--- config.mk ---
export PLATFORM = sky130hd
export DESIGN_NAME = pc_fetch_unit
export DESIGN_NICKNAME = d
export VERILOG_FILES = /design/src/rtl/pc_fetch_unit_pkg.sv /design/src/rtl/pc_fetch_unit_if_id_reg.sv /design/src/rtl/pc_fetch_unit.sv
export SDC_FILE = /design/constraint.sdc
export NUM_CORES = 1
export LEC_CHECK = 0
export CORE_ASPECT_RATIO = 0.75
export CORE_MARGIN = 2
export CORE_UTILIZATION = 42
export CTS_BUF_LIST = sky130_fd_sc_hd__clkbuf_16
export CTS_CLUSTER_DIAMETER = 150
export DETAILED_ROUTE_END_ITERATION = 7
export HOLD_SLACK_MARGIN = 0.02
export PLACE_DENSITY = 0.81
export SLEW_MARGIN = 20
export SYNTH_ARGS = -nofsm -noshare
export SYNTH_HDL_FRONTEND = slang
export SYNTH_SLANG_ARGS = --single-unit
--- constraint.sdc ---
create_clock -name clk -period 2 [get_ports clk]
set_input_delay 0.3 -clock clk [delete_from_list [all_inputs] [get_ports clk]]
set_output_delay 0.3 -clock clk [all_outputs]
set_load 0.02 [all_outputs]
--- src/rtl/pc_fetch_unit_pkg.sv ---
// Shared fetch-stage definitions: FSM encoding, NOP constant, IF/ID payload.
package pc_fetch_unit_pkg;

  typedef enum logic {
    FETCH_RUN    = 1'b0,
    FETCH_HALTED = 1'b1
  } fetch_state_e;

  // addi x0,x0,0 -- also used by the hazard unit for its bubbles
  localparam logic [31:0] FETCH_NOP = 32'h0000_0013;

  typedef struct packed {
    logic [31:0] pc;
    logic [31:0] inst;
    logic        valid;
  } if_id_t;

endpackage

--- src/rtl/pc_fetch_unit_if_id_reg.sv ---
// IF/ID pipeline register: hold, bubble insert or load of the fetched instruction.
module if_id_reg
  import pc_fetch_unit_pkg::*;
#(
  parameter logic [31:0] NOP_INST = FETCH_NOP
) (
  input  logic        clk,
  input  logic        reset,
  input  logic        hold,
  input  logic        bubble,
  input  logic [31:0] fetch_pc,
  input  logic [31:0] fetch_inst,
  output if_id_t      q
);

  // Hold wins over bubble; a bubble still records the fetch PC for debug visibility.
  always_ff @(posedge clk) begin
    if (reset) begin
      q.pc    <= 32'h0;
      q.inst  <= NOP_INST;
      q.valid <= 1'b0;
    end else if (!hold) begin
      q.pc <= fetch_pc;
      if (bubble) begin
        q.inst  <= NOP_INST;
        q.valid <= 1'b0;
      end else begin
        q.inst  <= fetch_inst;
        q.valid <= 1'b1;
      end
    end
  end

endmodule

--- src/rtl/pc_fetch_unit.sv ---
// IF-stage fetch controller: PC register, IF/ID register, mispredict redirect,
// stall and halt handling. Optional statistics counters under PC_FETCH_STATS_EN.
module pc_fetch_unit
  import pc_fetch_unit_pkg::*;
#(
  parameter logic [31:0] RESET_PC = 32'h0000_0000,
  parameter logic [31:0] NOP_INST = FETCH_NOP
) (
  input  logic        clk,
  input  logic        reset,
  input  logic        is_stall,
  input  logic [31:0] predicted_pc,
  input  logic [31:0] imem_dout,
  input  logic        ID_branch,
  input  logic        ID_is_halt,
  input  logic [31:0] ID_next_pc,
  output logic [31:0] IF_pc,
  output logic [31:0] IF_ID_pc,
  output logic [31:0] IF_ID_inst,
  output logic        IF_ID_valid,
  output logic        mispredict,
  output logic        halted
`ifdef PC_FETCH_STATS_EN
  ,
  output logic [31:0] stat_branch_cnt,
  output logic [31:0] stat_mispred_cnt
`endif
);

  fetch_state_e state, state_nxt;
  if_id_t       if_id_q;
  logic         run;
  logic         halt_take;

  assign run = (state == FETCH_RUN);

  // A bubble in ID never halts or redirects; a stall defers both.
  assign halt_take  = run && !is_stall && if_id_q.valid && ID_is_halt;
  assign mispredict = run && !is_stall && if_id_q.valid && !ID_is_halt &&
                      (ID_next_pc != IF_pc);

  // FSM state register
  always_ff @(posedge clk) begin
    if (reset) state <= FETCH_RUN;
    else       state <= state_nxt;
  end

  // FSM next state: HALTED is sticky until reset
  always_comb begin
    state_nxt = state;
    if (halt_take) state_nxt = FETCH_HALTED;
  end

  // FSM outputs
  always_comb begin
    halted = (state == FETCH_HALTED);
  end

  // PC register: hold on halt/stall, redirect on mispredict, else follow predictor
  always_ff @(posedge clk) begin
    if (reset)                           IF_pc <= RESET_PC;
    else if (!run || is_stall || halt_take) IF_pc <= IF_pc;
    else if (mispredict)                 IF_pc <= ID_next_pc;
    else                                 IF_pc <= predicted_pc;
  end

  if_id_reg #(.NOP_INST(NOP_INST)) u_if_id (
    .clk        (clk),
    .reset      (reset),
    .hold       (!run || is_stall),
    .bubble     (halt_take || mispredict),
    .fetch_pc   (IF_pc),
    .fetch_inst (imem_dout),
    .q          (if_id_q)
  );

  assign IF_ID_pc    = if_id_q.pc;
  assign IF_ID_inst  = if_id_q.inst;
  assign IF_ID_valid = if_id_q.valid;

`ifdef PC_FETCH_STATS_EN
  // Branch and redirect counters, free-running modulo 2^32
  always_ff @(posedge clk) begin
    if (reset) begin
      stat_branch_cnt  <= 32'h0;
      stat_mispred_cnt <= 32'h0;
    end else begin
      if (ID_branch && if_id_q.valid && !is_stall && run && !ID_is_halt)
        stat_branch_cnt <= stat_branch_cnt + 32'h1;
      if (mispredict)
        stat_mispred_cnt <= stat_mispred_cnt + 32'h1;
    end
  end
`else
  logic stats_unused;
  assign stats_unused = ID_branch;
`endif

endmodule
==> results of run 1 <==
[path summary, 6_finish.rpt]
check | from | endpoint | slack [ps]
setup / recovery | ID_next_pc[30] | mispredict | -290
hold / removal | ID_next_pc[26] | IF_pc[26] | 310
setup reg to reg | IF_pc[2] | IF_pc[2] | -140
hold reg to reg | u_if_id.q[55] | u_if_id.q[55] | 460
[synth_stat cells (4+ instances only)]
master and n:
sky130_fd_sc_hd__dfxtp_1 98, sky130_fd_sc_hd__nand2_1 98, sky130_fd_sc_hd__a21oi_1 36, sky130_fd_sc_hd__clkbuf_1 33, sky130_fd_sc_hd__a22oi_1 32, sky130_fd_sc_hd__o2111ai_1 32, sky130_fd_sc_hd__xor2_1 32, sky130_fd_sc_hd__o211ai_2 30
sky130_fd_sc_hd__a32o_1 29, sky130_fd_sc_hd__nor2_1 9, sky130_fd_sc_hd__nor4_1 8, sky130_fd_sc_hd__buf_2 6, sky130_fd_sc_hd__buf_1 4, sky130_fd_sc_hd__nor3_1 4
[layer usage]
metal / wire, microns / track usage / up-vias
li1: - / - / 2212
met5: 0 / 0 / -
met3: 1439 / 0.07328 / 26
met4: 316 / 0.09483 / 0
met1: 6561 / 0.3545 / 2301
met2: 7866 / 0.4749 / 240
[layout by cell type, fill, tap and decap left out, drive strengths merged]
cell type and n:
a21oi 36, a22o 1, a22oi 32, a32o 29
buf 68, clkbuf 11, clkdlybuf4s50 183, clkinv 2
clkinvlp 2, dfxtp 98, dlygate4sd2 11, dlymetal6s2s 2
inv 4, nand2 98, nand4 2, nor2 9
nor3 4, nor3b 2, nor4 8, o2111ai 32
o211ai 32, o21ai 1, or2 2, xor2 32
[where the power goes]
part	total (W)	leakage (nW)	switching [W]	internal [W]
clock network	0.00167	0.132	0.000810	0.000856
logic	0.00124	1.85	0.000617	0.000624
registers	0.00215	0.802	0.0000769	0.00207
total	0.00506	2.79	0.00150	0.00355
[worst min-delay path: stages]
cell and delay [ps]:
sky130_fd_sc_hd__dlymetal6s2s_1 160, sky130_fd_sc_hd__o2111ai_2 80, sky130_fd_sc_hd__o211ai_2 70
[cell type report]
class                      instances  area share
clock buffer                       9     0.03042
clock inverter                     7    0.007098
inverter                           1   0.0005070
multi-input combinational        320      0.3194
sequential                        98      0.2652
tap                              136     0.02298
timing repair buffer             266      0.3544
[flip-flops by register name, summed over array words and instances, names as in the netlist]
signal,cells
u_if_id.q,65
IF_pc,32
halted,1
[logic make-up after synthesis]
logic type,Yosys count
AND/OR/NAND/NOR,125
AO/OA/AOI/OAI,163
flip-flops,98
buffers and inverters,47
XOR/XNOR,32
[per-stage QoR]
| stage | power (W) | util | setup TNS, ps |
|---|---|---|---|
| 5_1_grt | 0.005238 | 0.7251 | -8775 |
| 4_1_cts | 0.005045 | 0.7147 | -1182 |
| 3_5_place_dp | 0.003400 | 0.6705 | -36780 |
| 6_report | 0.005057 | 0.7251 | -8677 |
| 2_1_floorplan | 0.002690 | - | 0 |
| 3_3_place_gp | 0.003372 | 0.6705 | -32030 |
[repair_timing]
action / 4_1_cts / 5_1_grt
gates cloned: 1 / 3
buffers inserted: 4 / 1
endpoints found under the setup margin: 66 / 66
pin swaps: 24 / 20
resized for setup: 42 / 8
==> impl_metrics.py, run 1 <==
metrics = {
    "run_status": {
        "outcome": "finished, violations left",
        "violations": "setup timing",
    },
    "synthesis": {
        "synthesized_nets": 566,
        "synth_edf_count": 0,
        "synth.area.mux_share": 0,
        "xor_and_xnor_fraction_of_the_mapped_netlist_area": 0.06415,
        "synth-adder-area-share": 0,
        "dominant_combinational_cell_family_by_area_after_synthesis": "compound AO/OA/AOI/OAI gates",
        "ys.flop_type": "sky130_fd_sc_hd__dfxtp_1",
        "synth_area_per_cell_sq_um": 9.396,
        "synth.top_cells.by_area": "sky130_fd_sc_hd__dfxtp_1, sky130_fd_sc_hd__o211ai_2, sky130_fd_sc_hd__nand2_1",
        "post_synth_instance_area_sq_um": 4369,
        "asyncSetResetFlopFracSynth": 0,
        "synth-seq-area-share": 0.4490,
        "synth-seq-cells": 98,
        "fraction_of_the_mapped_netlist_area_in_simple_logic_gates": 0.1194,
        "synth_compound_area_frac": 0.3202,
        "post_synth_inst_count": 465,
        "synth.distinct_cells": 22,
        "yosysTopAreaCellShare": 0.4490,
        "synth_top_area_cell": "sky130_fd_sc_hd__dfxtp_1",
        "yosys_warnings": 0,
    },
    "timing": {
        "fin_ws_ps": -285.4,
        "min_period_over_period": 1.143,
        "period_needed_ps": 2285,
        "grt_setup_unrepaired": "yes",
        "finalHoldViolCount": 0,
        "finalMaxSlewViolations": 0,
        "setup_viol": 66,
        "slew_headroom": 0.5459,
        "finClkSkew_ps": 4.433,
        "fmax_mhz": 437.6,
        "timing.hold.ws_ps": 311.0,
        "worst_slew_pin_slew_ps": 679.5,
    },
    "worst_setup_path": {
        "cp.required_ps": 1700,
        "crit_path_top_delay_cell": "sky130_fd_sc_hd__clkdlybuf4s50_1",
        "timing.critical_path.fanout_max": 2,
        "timing.critical_path.cells": "clkdlybuf4s50_1 -> xor2_1 -> nor4_1 -> nand4_1 -> o21ai_2 -> inv_1 -> buf_6",
        "worst-r2r-cell-count": 8,
        "critical_path.max_stage_delay_ps": 480,
        "cp-end-kind": "output port",
        "worst-setup-path-type": "input pin to output port",
        "critical_path.startpoint_type": "input pin",
        "crit_family": "buffers and inverters",
        "path_depth": 7,
        "timing.critical_path.arrival_ps": 1990,
        "timing.critical_path.buf_inv": 3,
    },
    "route": {
        "wirelength_microns": 16180,
        "detailroute.via_count": 4779,
        "first_pass_iters": 6,
        "final_antenna_net_count": 0,
        "drt-initial-drc-count": 315,
        "routedWlPerCell_microns": 19.33,
        "drt-vias-per-instance": 5.710,
        "drcViolationCount": 0,
    },
    "global_routing": {
        "grt_antenna_before_repair": 0,
        "groute.usage.overall": 0.2833,
        "first_global_vias": 4741,
        "grt_start_max_net_pins": 36,
        "grt_overflow": 0,
        "grt_pass1_wl_microns": 24970,
    },
    "hold_path": {
        "holdCritPathClass": "input pin to flip-flop",
        "hold_depth": 3,
    },
    "finish": {
        "fill_cells": 740,
        "final-seq-area_sq_um": 1963,
        "drive_gt1_frac": 0.2026,
        "non_filler_cell_area_final_sq_um": 7403,
        "multiInputGateArea_sq_um": 2365,
        "diodes": 0,
        "final_cell_count_no_fill": 837,
        "layout-area-overhead-vs-synth_pct": 69.44,
        "finalNetCount": 797,
    },
    "clock_tree": {
        "cts_tree": "yes",
        "max-clock-path-buffers": 2,
        "cts_num_sinks": 98,
        "clock_tree.root_cell": "sky130_fd_sc_hd__clkbuf_16",
        "cts.reportedPaths.clkPinSlew_ps": 70,
        "inserted_clock_buffers": 9,
        "number_of_hold_buffers_added_after_cts": 0,
        "cts-htree-levels": 3,
        "clk_lat_worst_skew_ps": 350,
    },
    "place": {
        "placement.setup.worst_slack_ps": -711.9,
        "port_buffers": 198,
        "post-place-cells": 813,
        "detailedPlacementHpwl_microns": 11340,
        "gp_congestion": 0.8375,
        "placed_cell_area_sq_um": 6845,
    },
    "pwr": {
        "p_leak_nw": 2.785,
        "ir_drop_uv": 493.7,
        "power_per_cell_area_nw_per_um2": 683.0,
    },
    "floorplan": {
        "floorplan.rows": 32,
        "top_level_ports": 200,
        "die-height_microns": 92.33,
        "core_area_sq_um": 10210,
        "floorplan.die_area_sq_um": 11240,
        "initial_utilization": 0.4279,
        "die_x_microns": 121.8,
    },
    "flow_run": {
        "drv.max_cap_violation_count": 0,
    },
}
No activity file was read; power rests on OpenSTA's default activity.
==> inputs of run 2 (changes only) <==
--- a/config.mk
+++ b/config.mk
@@ -5,15 +5,16 @@
 export SDC_FILE = /design/constraint.sdc
 export NUM_CORES = 1
 export LEC_CHECK = 0
+export ABC_AREA = 0
 export CORE_ASPECT_RATIO = 0.75
 export CORE_MARGIN = 2
-export CORE_UTILIZATION = 42
+export CORE_UTILIZATION = 49
 export CTS_BUF_LIST = sky130_fd_sc_hd__clkbuf_16
 export CTS_CLUSTER_DIAMETER = 150
 export DETAILED_ROUTE_END_ITERATION = 7
+export DONT_BUFFER_PORTS = 1
 export HOLD_SLACK_MARGIN = 0.02
-export PLACE_DENSITY = 0.81
-export SLEW_MARGIN = 20
+export SLEW_MARGIN = 15
 export SYNTH_ARGS = -nofsm -noshare
 export SYNTH_HDL_FRONTEND = slang
 export SYNTH_SLANG_ARGS = --single-unit
==> run 2 against run 1 <==
Compared with the run above: the run ends with DRC, setup timing left; die area fell by 14%; global-route usage fell by 0.77 points; register-to-register slack improved by 70 ps; worst setup slack improved by 80 ps; sequential power rose by 4%; first-iteration DRC count rose by 16%; sequential share of layout area rose by 10 points; maximum frequency rose by 3.6%; clock-buffer cell count did not move.
==> impl_metrics.py, run 2 (synthesis gave the netlist of run 1 again) <==
metrics = {
    "finish": {
        "fill_cells": 734,
        "diodes": 0,
        "drive_gt1_frac": 0.2754,
        "finalCoreUtilization": 0.6283,
        "non_filler_cell_area_final_sq_um": 5380,
        "largest_register_ffs": 65,
        "final_common_cell": "sky130_fd_sc_hd__nand2_1",
        "layout-area-overhead-vs-synth_pct": 23.14,
        "final_cell_count_no_fill": 609,
        "finalNetCount": 597,
        "most-common-layout-cells": "sky130_fd_sc_hd__nand2_1, sky130_fd_sc_hd__dfxtp_1, sky130_fd_sc_hd__buf_4, sky130_fd_sc_hd__a21oi_1, sky130_fd_sc_hd__a22oi_1",
        "max_flop_register": "u_if_id.q",
    },
    "timing": {
        "worst_slew_pin_slew_ps": 1008,
        "period_needed_ps": 2205,
        "grt_setup_unrepaired": "yes",
        "finalHoldViolCount": 0,
        "finClkSkew_ps": 7.292,
        "min_period_over_period": 1.103,
        "setup_viol": 30,
        "slew_headroom": 0.3267,
        "finalMaxSlewViolations": 0,
        "fin_ws_ps": -205.3,
        "fmax_mhz": 453.5,
        "setup-tns-final_ps": -980.7,
    },
    "worst_setup_path": {
        "critical_path.startpoint_type": "flip-flop",
        "worst-setup-path-type": "flip-flop to output port",
        "crit-reg2reg-launch": "IF_pc[31]",
        "timing.critical_path.arrival_ps": 1910,
        "reg2reg_setup_slack_ps": -70,
        "timing.critical_path.fanout_max": 4,
        "worst-r2r-cell-count": 8,
        "cp.required_ps": 1700,
        "cp-end-kind": "output port",
        "regToRegEndpoint": "IF_pc[27]",
    },
    "place": {
        "gp_congestion": 0.8527,
        "placed_cell_area_sq_um": 4778,
        "detailedPlacementHpwl_microns": 9176,
        "port_buffers": 0,
        "placement.setup.worst_slack_ps": -76.48,
        "post-place-cells": 582,
    },
    "run_status": {
        "violations": "DRC, setup timing",
        "outcome": "finished, violations left",
    },
    "clock_tree": {
        "cts.reportedPaths.clkPinSlew_ps": 60,
        "max-clock-path-buffers": 2,
        "cts_num_sinks": 98,
        "inserted_clock_buffers": 9,
        "clock_tree.root_cell": "sky130_fd_sc_hd__clkbuf_16",
        "cts-htree-levels": 3,
        "cts_tree": "yes",
        "clk_lat_worst_skew_ps": 340,
    },
    "route": {
        "drt-vias-per-instance": 6.486,
        "drcViolationCount": 11,
        "routedWlPerCell_microns": 22.96,
        "first_pass_iters": 7,
        "final_antenna_net_count": 0,
        "wirelength_microns": 13980,
        "drt-initial-drc-count": 365,
        "detailroute.via_count": 3950,
    },
    "hold_path": {
        "hold_depth": 1,
        "holdCritPathClass": "input pin to flip-flop",
        "hold_path.startpoint": "reset",
        "whs_endpoint": "u_if_id.q[50]",
    },
    "global_routing": {
        "groute.layer.met1.usage": 0.3411,
        "grt_overflow": 0,
        "globalRouteMet3Util": 0.1159,
        "met2_usage": 0.4377,
        "grt_antenna_before_repair": 0,
        "grt_start_max_net_pins": 76,
        "grt_pass1_wl_microns": 20870,
        "first_global_vias": 3875,
        "globalRoute.busiestLayer": "met2",
        "groute.usage.overall": 0.2756,
    },
    "pwr": {
        "power.share.switching": 0.2854,
        "total_switching_power_w": 0.001316,
        "pwr-share-seq": 0.485,
        "power_per_cell_area_nw_per_um2": 857.0,
        "p_leak_nw": 2.005,
        "clock_power_share": 0.368,
        "internal-power_w": 0.003295,
        "part_of_the_power_in_combinational_logic": 0.147,
        "ir_drop_uv": 730.0,
    },
    "floorplan": {
        "floorplan.die_area_sq_um": 9696,
        "die-height_microns": 85.78,
        "die_x_microns": 113.0,
        "core_area_sq_um": 8563,
        "floorplan.rows": 29,
        "top_level_ports": 200,
        "initial_utilization": 0.5102,
    },
    "flow_run": {
        "drv.max_cap_violation_count": 0,
    },
}
==> run 2: changes by cell type in the layout (fill, tap and decap cells not counted), moves of 2 or more <==
cell / before / now
sky130_fd_sc_hd__dfxtp_1: 97 / 95
sky130_fd_sc_hd__dfxtp_2: 1 / 3
sky130_fd_sc_hd__clkdlybuf4s50_1: 183 / 0
sky130_fd_sc_hd__buf_8: 2 / 0
sky130_fd_sc_hd__dlymetal6s2s_1: 2 / 0
sky130_fd_sc_hd__dlygate4sd2_1: 11 / 0
sky130_fd_sc_hd__inv_6: 2 / 0
sky130_fd_sc_hd__dlygate4sd3_1: 0 / 2
sky130_fd_sc_hd__buf_4: 55 / 53
==> run 2: repair_timing <==
item,4_1_cts,5_1_grt
hold buffers,3,0
endpoints found under the hold margin,25,0
resized for setup,5,26
setup endpoints to repair,54,53
setup buffers,1,3
gates cloned,0,4
pin swaps,6,35
==> run 2: power by group through the flow <==
stage          Combinational [W]  Sequential, W  Clock [W]
6_report                0.000677        0.00224    0.00170
5_1_grt                 0.000729        0.00225    0.00181
3_3_place_gp            0.000614        0.00228          0
4_1_cts                 0.000660        0.00224    0.00172
3_5_place_dp            0.000629        0.00228          0
2_1_floorplan           0.000338        0.00235          0
==> run 2: layout make-up <==
| type | count | area [sq um] | area share |
|---|---|---|---|
| multi-input cells | 320 | 2361 | 0.4388 |
| flip-flops and latches | 98 | 1966 | 0.3653 |
| repair buffers | 66 | 626.9 | 0.1165 |
| clock buffers | 9 | 225.2 | 0.04186 |
| well taps | 108 | 135.1 | 0.02512 |
| clock inverters | 7 | 62.56 | 0.01163 |
| inverters | 1 | 3.754 | 0.0006977 |
==> run 2: through the flow <==
step | hold slack (ps) | power [W]
after floorplan | 453.4 | 0.002690
after global placement | 374.0 | 0.002892
after detailed placement | 376.0 | 0.002910
after CTS | 20.24 | 0.004617
after global routing | 22.55 | 0.004787
final | 35.41 | 0.004611
==> run 2: layer usage <==
layer | share of wire | up-vias
li1 | - | 1809
met1 | 0.40 | 1939
met2 | 0.47 | 188
met3 | 0.11 | 14
met4 | 0.014 | 0
met5 | 0 | -
==> run 2: worst max path at each step <==
stage	slack, ps	end	from	cells past startpoint
2_1_floorplan	10	mispredict	IF_pc[23]	6
3_3_place_gp	-20	IF_pc[25]	IF_pc[31]	7
3_5_place_dp	-80	IF_pc[31]	IF_pc[31]	7
4_1_cts	-190	mispredict	IF_pc[13]	7
5_1_grt	-300	mispredict	IF_pc[31]	7
6_report	-210	mispredict	IF_pc[31]	7
==> run 2: worst max-delay path, stage by stage, from the launching register on <==
cell and delay [ps]:
sky130_fd_sc_hd__dfxtp_2 330, sky130_fd_sc_hd__xor2_2 150, sky130_fd_sc_hd__nor4_2 290, sky130_fd_sc_hd__buf_4 170, sky130_fd_sc_hd__nand4_1 190, sky130_fd_sc_hd__o21ai_2 250, sky130_fd_sc_hd__inv_2 60, sky130_fd_sc_hd__buf_6 130
==> inputs of run 3 (changes only) <==
--- a/config.mk
+++ b/config.mk
@@ -6,14 +6,16 @@
 export NUM_CORES = 1
 export LEC_CHECK = 0
 export ABC_AREA = 0
+export CAP_MARGIN = 20
 export CORE_ASPECT_RATIO = 0.75
 export CORE_MARGIN = 2
-export CORE_UTILIZATION = 49
-export CTS_BUF_LIST = sky130_fd_sc_hd__clkbuf_16
+export CORE_UTILIZATION = 60
+export CTS_BUF_LIST = sky130_fd_sc_hd__clkbuf_8
 export CTS_CLUSTER_DIAMETER = 150
 export DETAILED_ROUTE_END_ITERATION = 7
 export DONT_BUFFER_PORTS = 1
 export HOLD_SLACK_MARGIN = 0.02
+export PLACE_DENSITY = 0.76
 export SLEW_MARGIN = 15
 export SYNTH_ARGS = -nofsm -noshare
 export SYNTH_HDL_FRONTEND = slang
==> run 3 against run 2 <==
Compared with the run above: the flow finishes with violations (setup timing); combinational power grew 3.7%; wire length shrank 2.9%; critical endpoint unchanged; design area grew 0.98%; cell count shrank 2.0%; die area shrank 18%; via count grew 1.3%; sequential power is essentially flat; flip-flop and latch count is the same.
==> impl_metrics.py, run 3 (synthesis gave the netlist of run 1 again) <==
metrics = {
    "timing": {
        "worst_slew_pin_slew_ps": 954.3,
        "period_needed_ps": 2291,
        "min_period_over_period": 1.146,
        "finClkSkew_ps": 11.30,
        "fin_ws_ps": -291.1,
        "slew_headroom": 0.3624,
        "finalHoldViolCount": 0,
        "setup_viol": 38,
        "fmax_mhz": 436.5,
        "grt_setup_unrepaired": "yes",
        "finalMaxSlewViolations": 0,
    },
    "clock_tree": {
        "cts-htree-levels": 3,
        "inserted_clock_buffers": 9,
        "cts.reportedPaths.clkPinSlew_ps": 100,
        "cts_tree": "yes",
        "cts_num_sinks": 98,
        "clock_tree.root_cell": "sky130_fd_sc_hd__clkbuf_8",
        "clk_lat_worst_skew_ps": 380,
        "max-clock-path-buffers": 2,
    },
    "pwr": {
        "internal-power_w": 0.002984,
        "clock_power_share": 0.314,
        "part_of_the_power_in_combinational_logic": 0.163,
        "p_leak_nw": 1.973,
        "power.share.switching": 0.3048,
        "pwr-share-seq": 0.522,
        "total_switching_power_w": 0.001308,
        "power_per_cell_area_nw_per_um2": 790.1,
        "ir_drop_uv": 531.6,
    },
    "global_routing": {
        "globalRouteMet3Util": 0.1270,
        "grt_pass1_wl_microns": 19540,
        "groute.usage.overall": 0.3163,
        "groute.layer.met1.usage": 0.3868,
        "met2_usage": 0.5131,
        "first_global_vias": 3816,
        "grt_antenna_before_repair": 0,
        "globalRoute.busiestLayer": "met2",
        "grt_start_max_net_pins": 51,
        "grt_overflow": 0,
    },
    "floorplan": {
        "top_level_ports": 200,
        "floorplan.die_area_sq_um": 7987,
        "die_x_microns": 102.5,
        "die-height_microns": 77.90,
        "initial_utilization": 0.6306,
        "core_area_sq_um": 6929,
        "floorplan.rows": 26,
    },
    "finish": {
        "most-common-layout-cells": "sky130_fd_sc_hd__nand2_1, sky130_fd_sc_hd__dfxtp_1, sky130_fd_sc_hd__buf_4, sky130_fd_sc_hd__a21oi_1",
        "diodes": 0,
        "final_common_cell": "sky130_fd_sc_hd__nand2_1",
        "non_filler_cell_area_final_sq_um": 5433,
        "drive_gt1_frac": 0.2966,
        "layout-area-overhead-vs-synth_pct": 24.34,
        "finalCoreUtilization": 0.7840,
        "max_flop_register": "u_if_id.q",
        "largest_register_ffs": 65,
        "finalNetCount": 595,
        "fill_cells": 487,
    },
    "worst_setup_path": {
        "crit-reg2reg-launch": "IF_pc[14]",
        "crit_path_top_delay_cell": "sky130_fd_sc_hd__dfxtp_1",
        "timing.critical_path.arrival_ps": 1990,
        "critical_path.max_stage_delay_ps": 330,
        "cp-end-kind": "output port",
        "critical_path.startpoint_type": "flip-flop",
        "cp.required_ps": 1700,
        "worst_path_most_repeated_cell": "sky130_fd_sc_hd__buf_6",
        "worst-setup-path-type": "flip-flop to output port",
        "timing.critical_path.cells": "xor2_1 -> nor4_2 -> buf_4 -> nand4_1 -> o21ai_2 -> buf_6 -> inv_2 -> buf_6",
        "critical_path.startpoint": "IF_pc[14]",
        "timing.critical_path.fanout_max": 4,
    },
    "place": {
        "placed_cell_area_sq_um": 4766,
        "gp_congestion": 0.7891,
        "port_buffers": 0,
        "detailedPlacementHpwl_microns": 9066,
        "placement.setup.worst_slack_ps": -166.0,
    },
    "route": {
        "detailroute.via_count": 4000,
        "drcViolationCount": 0,
        "wirelength_microns": 13570,
        "drt-initial-drc-count": 324,
        "routedWlPerCell_microns": 22.74,
        "first_pass_iters": 6,
        "drt-vias-per-instance": 6.700,
        "final_antenna_net_count": 0,
    },
    "hold_path": {
        "hold_path.startpoint": "predicted_pc[31]",
        "holdCritPathClass": "input pin to flip-flop",
    },
    "run_status": {
        "violations": "setup timing",
        "outcome": "finished, violations left",
    },
    "flow_run": {
        "drv.max_cap_violation_count": 0,
    },
}
run 3: changes by cell type in the layout (fill, tap and decap cells not counted), moves of 3 or more:
cell / before / now
sky130_fd_sc_hd__o2111ai_1: 19 / 5
sky130_fd_sc_hd__clkbuf_8: 0 / 10
sky130_fd_sc_hd__clkbuf_16: 12 / 3
sky130_fd_sc_hd__o2111ai_2: 13 / 21
sky130_fd_sc_hd__o2111ai_4: 0 / 6
sky130_fd_sc_hd__inv_6: 0 / 4
sky130_fd_sc_hd__nor4_1: 4 / 7
sky130_fd_sc_hd__nor4_2: 4 / 1
run 3: power by group through the flow:
stage | sequential (W) | combinational (W) | clock (W)
after global placement | 0.00228 | 0.000606 | 0
after floorplan | 0.00235 | 0.000338 | 0
final | 0.00224 | 0.000702 | 0.00135
after global routing | 0.00226 | 0.000747 | 0.00145
after CTS | 0.00224 | 0.000654 | 0.00136
after detailed placement | 0.00228 | 0.000623 | 0
run 3: critical path, delay by kind of cell (launching register included):
kind	cells	cell delay [ps]
buf+inv	4	440
simple gates	2	480
xor+xnor	1	170
compound gates	1	190
flops	1	330
run 3: layout make-up:
| cell class | instances | area, sq um | share of cell area |
|---|---|---|---|
| repair buffers | 64 | 648.1 | 0.1193 |
| flip-flops and latches | 98 | 1963 | 0.3614 |
| inverters | 1 | 3.754 | 0.0006909 |
| well taps | 98 | 122.6 | 0.02257 |
| multi-input cells | 320 | 2487 | 0.4579 |
| clock inverters | 6 | 70.07 | 0.01290 |
| clock buffers | 10 | 137.6 | 0.02533 |
run 3: timing repair:
action / in CTS / in global routing
pin swaps: 3 / 19
setup endpoints to repair: 57 / 62
resized for setup: 8 / 40
setup buffers: 1 / 3
gates cloned: 1 / 3
endpoints found under the hold margin: 33 / 0
hold buffers: 1 / 0
run 3: metrics by stage:
stage / power, W / std cells / TNS [ps] / hold slack [ps]
after floorplan: 0.002690 / 465 / 0 / 453.4
after global placement: 0.002885 / 572 / -3468 / 373.4
after detailed placement: 0.002908 / 572 / -5667 / 376.0
after CTS: 0.004253 / 591 / -2722 / 68.02
after global routing: 0.004451 / 597 / -8845 / 52.30
final: 0.004292 / 597 / -2230 / 69.73
run 3: worst paths after layout:
kind	cells after the start	slack, ps	to
worst min register to register	2	560	u_if_id.q[55]
worst max register to register	10	-100	u_if_id.q[14]
worst max-delay path	8	-290	mispredict
worst min-delay path	2	70	IF_pc[31]
run 3: metal layers:
layer / part of all wire / vias up
met4: 0.023 / 0
li1: - / 1800
met5: 0 / -
met2: 0.48 / 230
met3: 0.12 / 36
met1: 0.38 / 1934
